[config.mk]
export PLATFORM = sky130hd
export DESIGN_NAME = aurora_axi_rx_demux
export DESIGN_NICKNAME = d
export VERILOG_FILES = /design/src/rtl/aurora_pkg.sv /design/src/rtl/aurora_axis_reg_slice.sv /design/src/rtl/aurora_axi_rx_demux.sv
export SDC_FILE = /design/constraint.sdc
export NUM_CORES = 1
export LEC_CHECK = 0
export ABC_AREA = 1
export BUFFER_PORTS_ARGS = -buffer_cell sky130_fd_sc_hd__clkbuf_2
export CORE_ASPECT_RATIO = 0.6
export CORE_MARGIN = 1
export CORE_UTILIZATION = 35
export DETAILED_ROUTE_END_ITERATION = 7
export MAX_ROUTING_LAYER = met4
export PLACE_DENSITY_LB_ADDON = 0.05
export SKIP_CTS_REPAIR_TIMING = 1
export SYNTH_ARGS = -nofsm -noshare
export SYNTH_HDL_FRONTEND = slang
export SYNTH_SLANG_ARGS = --single-unit
[constraint.sdc]
create_clock -name clk -period 2 [get_ports clk]
set_input_delay 0.4 -clock clk [delete_from_list [all_inputs] [get_ports clk]]
set_output_delay 0.4 -clock clk [all_outputs]
set_load 0.01 [all_outputs]
[src/rtl/aurora_pkg.sv]
// Shared types and widths for the Aurora RX stream demultiplexer.
// Holds the frame FSM state and the 37-bit beat payload layout.
package aurora_pkg;

    localparam int ETH_MAX    = 8;
    localparam int ETH_IDX_W  = 3;
    localparam int AXIS_DW    = 32;
    localparam int AXIS_KW    = 4;
    localparam int AXIS_PW    = AXIS_DW + AXIS_KW + 1;
    localparam int DROP_CNT_W = 16;

    typedef enum logic [1:0] {
        IDLE = 2'd0,
        PASS = 2'd1,
        DROP = 2'd2
    } state_t;

    typedef struct packed {
        logic [AXIS_DW-1:0] data;
        logic [AXIS_KW-1:0] keep;
        logic               last;
    } axis_beat_t;

endpackage

[src/rtl/aurora_axis_reg_slice.sv]
// One-entry registered AXIS stage; one cycle load-to-valid.
// Upstream loads only when the slot is empty or draining this cycle; fields hold while stalled.
module aurora_axis_reg_slice
    import aurora_pkg::*;
(
    input  logic               clk,
    input  logic               rst,
    input  logic               load_vld,
    input  logic [AXIS_PW-1:0] load_dat,
    input  logic               out_rdy,
    output logic               out_vld,
    output logic [AXIS_PW-1:0] out_dat
);

    always_ff @(posedge clk) begin
        if (rst) begin
            out_vld <= 1'b0;
            out_dat <= '0;
        end else if (load_vld) begin
            out_vld <= 1'b1;
            out_dat <= load_dat;
        end else if (out_rdy) begin
            out_vld <= 1'b0;
        end
    end

endmodule

[src/rtl/aurora_axi_rx_demux.sv]
// Routes whole AXIS frames to one of ETHCOUNT channels by the first-beat sel; 1-cycle latency.
// Upstream ready follows the target slot; frames to missing channels are swallowed and counted.
module aurora_axi_rx_demux
    import aurora_pkg::*;
#(
    parameter int ETHCOUNT = 4,
    parameter int SIM      = 0
) (
    input  logic                        clk,
    input  logic                        rst,
    input  logic [ETH_IDX_W-1:0]        axis_m_sel,
    output logic                        axis_s_tready,
    input  logic [AXIS_DW-1:0]          axis_s_tdata,
    input  logic [AXIS_KW-1:0]          axis_s_tkeep,
    input  logic                        axis_s_tvalid,
    input  logic                        axis_s_tlast,
    input  logic [ETHCOUNT-1:0]         axis_m_tready,
    output logic [ETHCOUNT*AXIS_DW-1:0] axis_m_tdata,
    output logic [ETHCOUNT*AXIS_KW-1:0] axis_m_tkeep,
    output logic [ETHCOUNT-1:0]         axis_m_tvalid,
    output logic [ETHCOUNT-1:0]         axis_m_tlast,
    output logic [DROP_CNT_W-1:0]       stat_drop_cnt,
    output logic                        err_sel_invalid
);

    state_t               state_q, state_nx;
    logic [ETH_IDX_W-1:0] cur_ch;
    logic [ETH_IDX_W-1:0] route_ch;
    logic                 sel_ok;
    logic                 route_vld;
    logic                 accept;
    logic                 drop_start;
    logic [ETH_MAX-1:0]   vld_pad, rdy_pad;
    logic [ETHCOUNT-1:0]  load;
    axis_beat_t           in_beat;

    if (SIM != 0) begin : g_sim_build
    end

    assign vld_pad  = ETH_MAX'(axis_m_tvalid);
    assign rdy_pad  = ETH_MAX'(axis_m_tready);
    assign sel_ok   = (4'(axis_m_sel) < 4'(ETHCOUNT));
    assign route_ch = (state_q == PASS) ? cur_ch : axis_m_sel;
    assign in_beat  = '{data: axis_s_tdata, keep: axis_s_tkeep, last: axis_s_tlast};
    assign accept   = axis_s_tvalid & axis_s_tready;

    // Ready never looks at tvalid, so upstream can't form a comb loop through us.
    always_comb begin
        axis_s_tready = 1'b0;
        route_vld     = 1'b0;
        if (!rst) begin
            unique case (state_q)
                IDLE: begin
                    route_vld     = sel_ok;
                    axis_s_tready = sel_ok ? (!vld_pad[axis_m_sel] | rdy_pad[axis_m_sel]) : 1'b1;
                end
                PASS: begin
                    route_vld     = 1'b1;
                    axis_s_tready = !vld_pad[cur_ch] | rdy_pad[cur_ch];
                end
                DROP: axis_s_tready = 1'b1;
                default: axis_s_tready = 1'b0;
            endcase
        end
    end

    always_comb begin
        state_nx   = state_q;
        drop_start = 1'b0;
        if (accept) begin
            unique case (state_q)
                IDLE: begin
                    if (sel_ok) begin
                        state_nx = axis_s_tlast ? IDLE : PASS;
                    end else begin
                        drop_start = 1'b1;
                        state_nx   = axis_s_tlast ? IDLE : DROP;
                    end
                end
                PASS, DROP: if (axis_s_tlast) state_nx = IDLE;
                default: state_nx = IDLE;
            endcase
        end
    end

    always_ff @(posedge clk) begin
        if (rst) begin
            state_q         <= IDLE;
            cur_ch          <= '0;
            err_sel_invalid <= 1'b0;
            stat_drop_cnt   <= '0;
        end else begin
            state_q         <= state_nx;
            err_sel_invalid <= drop_start;
            if (accept && state_q == IDLE) begin
                cur_ch <= axis_m_sel;
            end
            if (drop_start && stat_drop_cnt != {DROP_CNT_W{1'b1}}) begin
                stat_drop_cnt <= stat_drop_cnt + 1'b1;
            end
        end
    end

    for (genvar i = 0; i < ETHCOUNT; i++) begin : g_ch
        logic [AXIS_PW-1:0] slice_dat;
        axis_beat_t         out_beat;

        assign load[i] = accept & route_vld & (route_ch == ETH_IDX_W'(i));

        aurora_axis_reg_slice u_slice (
            .clk      (clk),
            .rst      (rst),
            .load_vld (load[i]),
            .load_dat (in_beat),
            .out_rdy  (axis_m_tready[i]),
            .out_vld  (axis_m_tvalid[i]),
            .out_dat  (slice_dat)
        );

        assign out_beat                            = slice_dat;
        assign axis_m_tdata[i*AXIS_DW +: AXIS_DW]  = out_beat.data;
        assign axis_m_tkeep[i*AXIS_KW +: AXIS_KW]  = out_beat.keep;
        assign axis_m_tlast[i]                     = out_beat.last;
    end

endmodule
=== Word level (Yosys, flattened, before mapping) ===
Cells that the tools add are included.

* Bits in registers: 174
* Bits of input ports: 47
* Output and inout bits: 170
* Word-level logic and storage cells: 73

* Add/sub/neg operators: 1
* Order comparisons: 3
* Equal/unequal tests: 7
* Multiplexer cells: 30
* Bitwise logic cells: 8
* Reduce and logical (&&, ||, !) cells: 12

{| class="wikitable"
|+ Operator list
! cell !! number
|-
| two-way mux 1 bit || 19
|-
| adder 16 x 1 -> 16 bit, second input constant || 1
|-
| inequality test 16 bit, second input constant || 1
|-
| binary-select mux 1 bit (select 3 bit) || 4
|-
| less-than comparator 3 x 4 -> 1 bit, second input constant || 2
|-
| nonzero test 2 bit || 4
|-
| bitwise AND 1 bit || 6
|-
| == test 3 x 2 -> 1 bit, second input constant || 2
|-
| two-way mux 2 bit || 3
|-
| case mux 2 bit (2 select lines) || 1
|-
| == test 3 x 1 -> 1 bit, second input constant || 1
|-
| zero test 3 bit || 1
|-
| less-than comparator 3 bit, second input constant || 1
|-
| two-way mux 3 bit || 1
|-
| case mux 1 bit (3 select lines) || 1
|-
| == test 2 x 1 -> 1 bit, second input constant || 1
|-
| == test 2 bit, second input constant || 1
|-
| logical AND 1 bit || 2
|-
| zero test 1 bit || 2
|-
| zero test 2 bit || 1
|-
| inequality test 2 bit, second input constant || 1
|-
| OR 1 bit || 2
|-
| case mux 1 bit (2 select lines) || 1
|-
| AND reduction 2 bit || 1
|-
| OR reduction 2 bit || 1
|}

=== Logic depth before layout (Yosys ltp) ===
Gate-level depths: netlist of run 1.

* Depth after elaboration: 11
* Gate-level depth with buffers: 14
* Mapped depth without buffers: 12

=== By module ===
Synthesis of run 1 repeated with hierarchy kept, for this count alone.

* Cells, all modules: 884
* Area, all modules: 6,946.7 sq um

{| class="wikitable"
|+ By module, submodules not included
! module !! instances !! cells each !! area each (sq um) !! sequential area each (sq um)
|-
| aurora_axis_reg_slice || 4 || 165 || 1,373.8 || 760.7
|-
| aurora_axi_rx_demux || 1 || 224 || 1,451.4 || 440.4
|}

=== Least setup slack after synthesis of run 1 ===
No wires, ideal clock.

* Kind: reg-to-reg
* Start: register state_q[1]
* End: register g_ch[1].u_slice.out_dat[10]
* Library setup time: 0.113 ns
* Arrival: 1.771 ns
* Path slack: 0.115 ns
* Cell stages (with the launch flop): 11
* Buffers on the path: 2
* Path through: dfxtp_1 -> inv_1 -> ha_1 -> nand2_1 -> o21ai_1 -> nor3_1 -> clkbuf_1 -> buf_2 -> nand3_1 -> nand2_1 -> nor2_1

* Longest elaborated chain between the ends: 6
* Elaborated cells on any way between the ends: 12

{| class="wikitable"
|+ RTL lines
! what !! RTL line !! text
|-
| start: declaration || aurora_axi_rx_demux.sv:26 || <nowiki>state_t state_q, state_nx;</nowiki>
|-
| start signal: assignment || aurora_axi_rx_demux.sv:93 || <nowiki>state_q <= state_nx;</nowiki>
|-
| == test 2 bit, or another cell as far along || aurora_axi_rx_demux.sv:52 || <nowiki>unique case (state_q)</nowiki>
|-
| case mux 1 bit (3 select lines) || aurora_axi_rx_demux.sv:52 ||
|-
| two-way mux 1 bit || aurora_axi_rx_demux.sv:51 || <nowiki>if (!rst) begin</nowiki>
|-
| bitwise AND 1 bit || aurora_axi_rx_demux.sv:45 || <nowiki>assign accept = axis_s_tvalid & axis_s_tready;</nowiki>
|-
| bitwise AND 1 bit || aurora_axi_rx_demux.sv:108 || <nowiki>assign load[i] = accept & route_vld & (route_ch == ETH_IDX_W'(i));</nowiki>
|-
| bitwise AND 1 bit * || aurora_axi_rx_demux.sv:108 ||
|-
| end signal: assignment || aurora_axis_reg_slice.sv:21 || <nowiki>out_dat <= load_dat;</nowiki>
|-
| end: declaration || aurora_axis_reg_slice.sv:12 || <nowiki>output logic [AXIS_PW-1:0] out_dat</nowiki>
|}

Mark *: on every way between the ends. The rest lies on a longest branch, timed or not.
A chain may end at the register's enable or synchronous reset.

=== Final worst setup path of run 1 ===
* Start: register state_q[0]
* End: output axis_s_tready

* Longest elaborated chain between the ends: 3
* Elaborated cells on any way between the ends: 5

{| class="wikitable"
|+ RTL lines
! what !! RTL line !! text
|-
| == test 2 bit, or another cell as far along || aurora_axi_rx_demux.sv:52 ||
|-
| case mux 1 bit (3 select lines) * || aurora_axi_rx_demux.sv:52 ||
|-
| two-way mux 1 bit * || aurora_axi_rx_demux.sv:51 ||
|-
| end: declaration || aurora_axi_rx_demux.sv:12 || <nowiki>output logic axis_s_tready,</nowiki>
|}

Marks and branches as above.

==> run metrics, run 1 <==
Placed Cells=about 1600; Ant. Diodes=0; NumNets Final=roughly 1400; worst setup margin=-0.109 ns; flop2flop setup slack=-0.03 ns; CTS tree=done; die height=~110 um; WP buf/inv=4; finished layout cell area=10300 um2; setup TNS=-1.10 ns; WP data required=about 1.6 ns; Crit path top cell by count=buf_6; htree depth=4; grt ovf=0; ANT nets after route=0; Crit path depth=7; CP max stage delay=0.36 ns; largest family of logic cells by synthesized area=simple AND/OR/NAND/NOR gates; Post-Layout Cell Count=1631; Final Max Slew Viols=0; Peak VDD IR=slightly above 0.6 mV; clock transition at the registers of the reported paths=0.07 ns; Reg2Reg Depth=13; die area=21800 um2; first-pass iteration count of the detailed router=5; Hold Path Cell Cnt=3; Critical Path Fanout Max=3; Critical Path AT=1.71 ns; Skew-Pair Late Insertion Delay=0.45 ns; total CTS buffers=17; min Tclk post-route=2.11 ns; Max-cap violations=0; slowest CP cell=dfxtp_4; Die Wd=between 150 and 200 um; post-synthesis compound-gate area fraction=0.0145; final core utilization=0.505; Cell Pwr Density=739 nW/um2; cells after synthesis=1100; Post-DP Area=9010 um2; port bufs=approximately 220; vias post-DR=7694; HP Class=in -> reg; Synth-to-Final Area Change=38.6%; worst hold slack=around 0.26 ns; Static Leak=~4.8 nW; Distinct cells, synth=20; initial antenna violation count=0; worst reg2reg startpoint=state_q[0]; GRT Overall Usage=0.226; highest clock rate=around 0.47 GHz; sequential area share after synthesis=0.470; drt total wl=26100 um; Core ar.=between 20000 and 25000 um2; IO Pins=between 200 and 250; actual slew at the worst max-slew pin=0.424 ns; clk buf depth=2; final setup fails=64; WL per Instance=16.0 um; DR iter-0 viols=523; RSZ-0062 raised after global routing=yes; mux contribution to synthesized area=0; flops & latches, synth=between 150 and 200; critical path, cell by cell=buf_6 > ha_4 > nor2_4 > buf_6 > a21boi_2 > buf_4 > buf_6; Worst Setup EP=axis_s_tready; status=complete, but fails checks; layout cell share with drive strength beyond 1=0.269; residual DRC count=0; first-pass GRT wire length=36700 um; simple-gate share of the synthesized area=0.414; Cell Area, Synth=7420 um2; placed wire-length estimate=15800 um; CP Launch Point=state_q[0]; global placer's final weighted congestion=0.844; Starting Density=0.364; Synth Area in XOR/XNOR=0.00118; FILL cells=2116; Synth Area in Adders=0.00843; kind of critical path=reg -> out; vias in the first global route=6564; Yosys Warn Count=0; syn_area_per_cell=6.74 um2; CP endpoint kind=output pin; worst r2r dst=g_ch[3].u_slice.out_dat[22]; Synth Net Count=1152; period utilization=1.05; DR vias/cell=approximately 4.7; CP top delay family=buffers and inverters; Fin. Hold Viols=0; Setup crit start kind=flip-flop; largest net degree at the start of global routing=73; Rows=40; failing checks=setup timing; Setup Skew=slightly above 0.008 ns; slew margin rel.=0.715; Sink Count=roughly 170; clk root buf=clkbuf_16
==> layout by cell type (no fill, tap or decap), types with 2 or more instances in the layout <==
cell        Yosys  final
a21oi_1        17     15
a21oi_2         0      2
buf_12          0     19
buf_4          20     41
buf_6           0     10
buf_8           0      3
clkbuf_16       0     27
clkbuf_2        0    215
clkinv_4        0      3
clkinvlp_4      0      6
dfxtp_1       174    170
dfxtp_2         0      3
ha_4            0      3
inv_1          74     72
inv_2           3      4
inv_4           0      2
inv_6           0      4
nand2_1       197    195
nand2_2         0      2
nand3_1       184    183
nand4_1         7      7
nor2_1        348    341
nor2_2          1      2
nor2_4          0      8
nor3_1          9      6
nor3_4          0      3
o21ai_1         3      2
==> cell type report <==
type / count / area [um2] / area share
clock buffer: 17 / 425 / 0.0414
inverter: 78 / 298 / 0.0290
multi-input combinational: 776 / 3420 / 0.333
tap: 273 / 342 / 0.0332
timing repair buffer: 298 / 2170 / 0.211
sequential: 174 / 3490 / 0.340
clock inverter: 15 / 134 / 0.0130
==> stage by stage <==
step	setup slack, ns	power, mW
finish	-0.109	7.60
CTS	-0.501	7.54
global placement	-0.384	4.34
global route	-0.174	7.92
floorplan	0.116	4.04
detailed placement	-0.455	4.34
==> worst min path at each step <==
stage / start / to
final: axis_m_sel[1] / cur_ch[1]
after global routing: axis_m_sel[0] / cur_ch[0]
after CTS: axis_m_sel[1] / cur_ch[1]
after detailed placement: g_ch[3].u_slice.out_dat[8] / g_ch[3].u_slice.out_dat[8]
after global placement: g_ch[3].u_slice.out_dat[33] / g_ch[3].u_slice.out_dat[33]
after floorplan: cur_ch[2] / cur_ch[2]
==> synthesized netlist by cell type (all sizes together) <==
library cell / n / area [um2]
xnor2: 1 / 8.76
clkinv: 1 / 3.75
buf: 64 / 353
nor2: 349 / 1310
o21ai: 3 / 15.0
nand4: 7 / 43.8
dfxtp: 174 / 3480
clkbuf: 10 / 37.5
inv: 77 / 289
ha: 5 / 62.6
a21boi: 1 / 7.51
nor3: 10 / 55.1
a21oi: 17 / 85.1
nand3: 184 / 921
nand2: 197 / 739
==> kinds of logic after synthesis <==
kind of cell | after synthesis
fa+ha+maj | 5
compound gates | 21
buf+inv | 152
simple gates | 747
xor+xnor | 1
flops | 174
==> worst reg2reg max path, stage by stage, from the launching register on <==
cell,delay (ns)
dfxtp_4,0.36
buf_6,0.13
inv_4,0.06
ha_2,0.21
nand2_1,0.09
nand2_1,0.10
buf_4,0.12
nand3_2,0.10
nor2_4,0.22
buf_12,0.20
clkbuf_16,0.18
nand3_1,0.07
nand2_1,0.07
nor2_1,0.04
==> state kept, by name, summed over array words and instances (netlist names) <==
| name | cells |
|---|---|
| cur_ch | 3 |
| err_sel_invalid | 1 |
| g_ch.u_slice.out_dat | 148 |
| g_ch.u_slice.out_vld | 4 |
| stat_drop_cnt | 16 |
| state_q | 2 |
==> per-layer routing <==
| layer | share of wire | vias to the layer above | global-route usage | routed length, um |
|---|---|---|---|---|
| li1 | - | 3924 | - | - |
| met1 | 0.51 | 3530 | 0.330 | 13300 |
| met2 | 0.41 | 224 | 0.301 | 10800 |
| met3 | 0.072 | 16 | 0.0574 | 1880 |
| met4 | 0.0072 | 0 | 0.0565 | 188 |
| met5 | 0 | - | - | 0 |
==> power breakdown <==
part           switching (mW)  total (mW)  internal (mW)  leakage (nW)
Combinational           0.509       0.842          0.334          3.18
Clock                    1.58        3.21           1.63         0.254
Sequential             0.0351        3.55           3.52          1.41
Total                    2.12        7.60           5.48          4.84
Note: power is estimated with default switching activity, not from simulation.
==> inputs of run 2 (changes only) <==
- CORE_UTILIZATION: 35 -> 30
==> run metrics, run 2 (synthesized netlist as in run 1, its figures left out) <==
NumNets Final=1368; period utilization=1.04; GRT Overall Usage=0.207; Core ar.=24200 um2; Crit path top cell by count=buf_6; clock transition at the registers of the reported paths=0.07 ns; Critical Path AT=roughly 1.7 ns; Ant. Diodes=0; finished layout cell area=10000 um2; CP max stage delay=0.33 ns; actual slew at the worst max-slew pin=0.794 ns; final setup fails=1; vias post-DR=7533; drt total wl=between 20000 and 30000 um; worst setup margin=-0.0773 ns; first-pass GRT wire length=38300 um; WL per Instance=15.9 um; global placer's final weighted congestion=0.866; critical path, cell by cell=buf_6 > ha_4 > nor2_4 > buf_6 > a21boi_4 > buf_6 > buf_6; die area=25400 um2; Sink Count=174; slowest CP cell=dfxtp_2; DR iter-0 viols=363; biggest regs=g_ch.u_slice.out_dat x148, stat_drop_cnt x16, g_ch.u_slice.out_vld x4; IO Pins=217; WP data required=1.60 ns; die height=124 um; failing checks=setup timing; Synth-to-Final Area Change=34.9%; ANT nets after route=0; clk buf depth=2; placed wire-length estimate=~18000 um; Seq. cell area=3490 um2; Setup Skew=0.00754 ns; vias in the first global route=6463; residual DRC count=0; CTS tree=done; RSZ-0062 raised after global routing=yes; commonest non-fill, non-tap cells in the layout=341 x nor2_1, 215 x clkbuf_2, 194 x nand2_1, 183 x nand3_1, 168 x dfxtp_1; CP endpoint kind=output pin; grt ovf=0; Peak VDD IR=approximately 0.55 mV; Setup crit start kind=flip-flop; Fin. Hold Viols=0; Max-cap violations=0; Post-DP Area=9030 um2; port bufs=216; largest net degree at the start of global routing=77; slew margin rel.=0.467; highest clock rate=approximately 0.48 GHz; Cell Pwr Density=770 nW/um2; first-pass iteration count of the detailed router=5; max reg flops=between 100 and 150; Rows=between 40 and 50; Biggest register=g_ch.u_slice.out_dat; most common cell after layout, fill and taps aside=nor2_1; total CTS buffers=17; area of the multi-input gates=between 3000 and 4000 um2; layout cell share with drive strength beyond 1=0.255; Static Leak=4.69 nW; htree depth=4; setup TNS=-0.0773 ns; FILL cells=2583; Final Max Slew Viols=0; HP Class=in -> reg; status=complete, but fails checks; Die Wd=just over 200 um; DR vias/cell=4.56; Skew-Pair Late Insertion Delay=between 0.4 and 0.5 ns; kind of critical path=reg -> out; Critical Path Fanout Max=4; min Tclk post-route=2.08 ns; Starting Density=0.306; clk root buf=clkbuf_16; initial antenna violation count=0
-- run 2: cell count changes in the layout (fill, tap and decap cells not counted), sizes merged --
cell / previous run / this run
inv: 83 / 79
bufinv: 0 / 2
clkbuf: 242 / 241
clkinvlp: 6 / 3
nor2: 351 / 349
buf: 73 / 52
-- run 2: critical path: cells and delay by family, from the launching register on --
kind,cells,cell delay (ns)
compound gates,1,0.17
simple gates,1,0.11
fa+ha+maj,1,0.15
buf+inv,4,0.47
flops,1,0.33
-- run 2: stage by stage --
stage          utilization  setup slack (ns)  hold WS, ns  cells  power, mW
5_1_grt              0.413            -0.146        0.241   1651       8.03
4_1_cts              0.397            -0.329        0.214   1636       7.73
6_report             0.413           -0.0773        0.243   1651       7.70
3_3_place_gp         0.373           -0.0810        0.463   1604       4.34
2_1_floorplan            -             0.116        0.446   1100       4.04
3_5_place_dp         0.373           -0.0415        0.472   1604       4.34
-- run 2: final cells by class --
type | count | share of cell area
timing repair buffer | 271 | 0.180
inverter | 78 | 0.0298
multi-input combinational | 774 | 0.344
sequential | 174 | 0.349
tap | 322 | 0.0403
clock buffer | 22 | 0.0464
clock inverter | 10 | 0.0111
-- run 2: path summary, 6_finish.rpt --
check | to | slack, ns | start | depth (start not counted)
setup / recovery | axis_s_tready | -0.08 | state_q[0] | 7
hold / removal | g_ch[3].u_slice.out_vld | 0.24 | axis_m_tready[3] | 4
setup reg to reg | g_ch[3].u_slice.out_dat[23] | 0 | state_q[0] | 9
hold reg to reg | g_ch[0].u_slice.out_dat[12] | 0.48 | g_ch[0].u_slice.out_dat[12] | 2
-- run 2: layer usage --
layer / vias up / wire [um] / track usage
met5: - / 0 / -
met2: 211 / 10500 / 0.268
met4: 0 / 345 / 0.0657
met1: 3422 / 13900 / 0.309
li1: 3879 / - / -
met3: 21 / 1540 / 0.0434
-- run 2: report_power, final --
part	internal, mW	switching (mW)
Clock	1.90	1.46
Combinational	0.292	0.496
Sequential	3.52	0.0374
Total	5.71	1.99
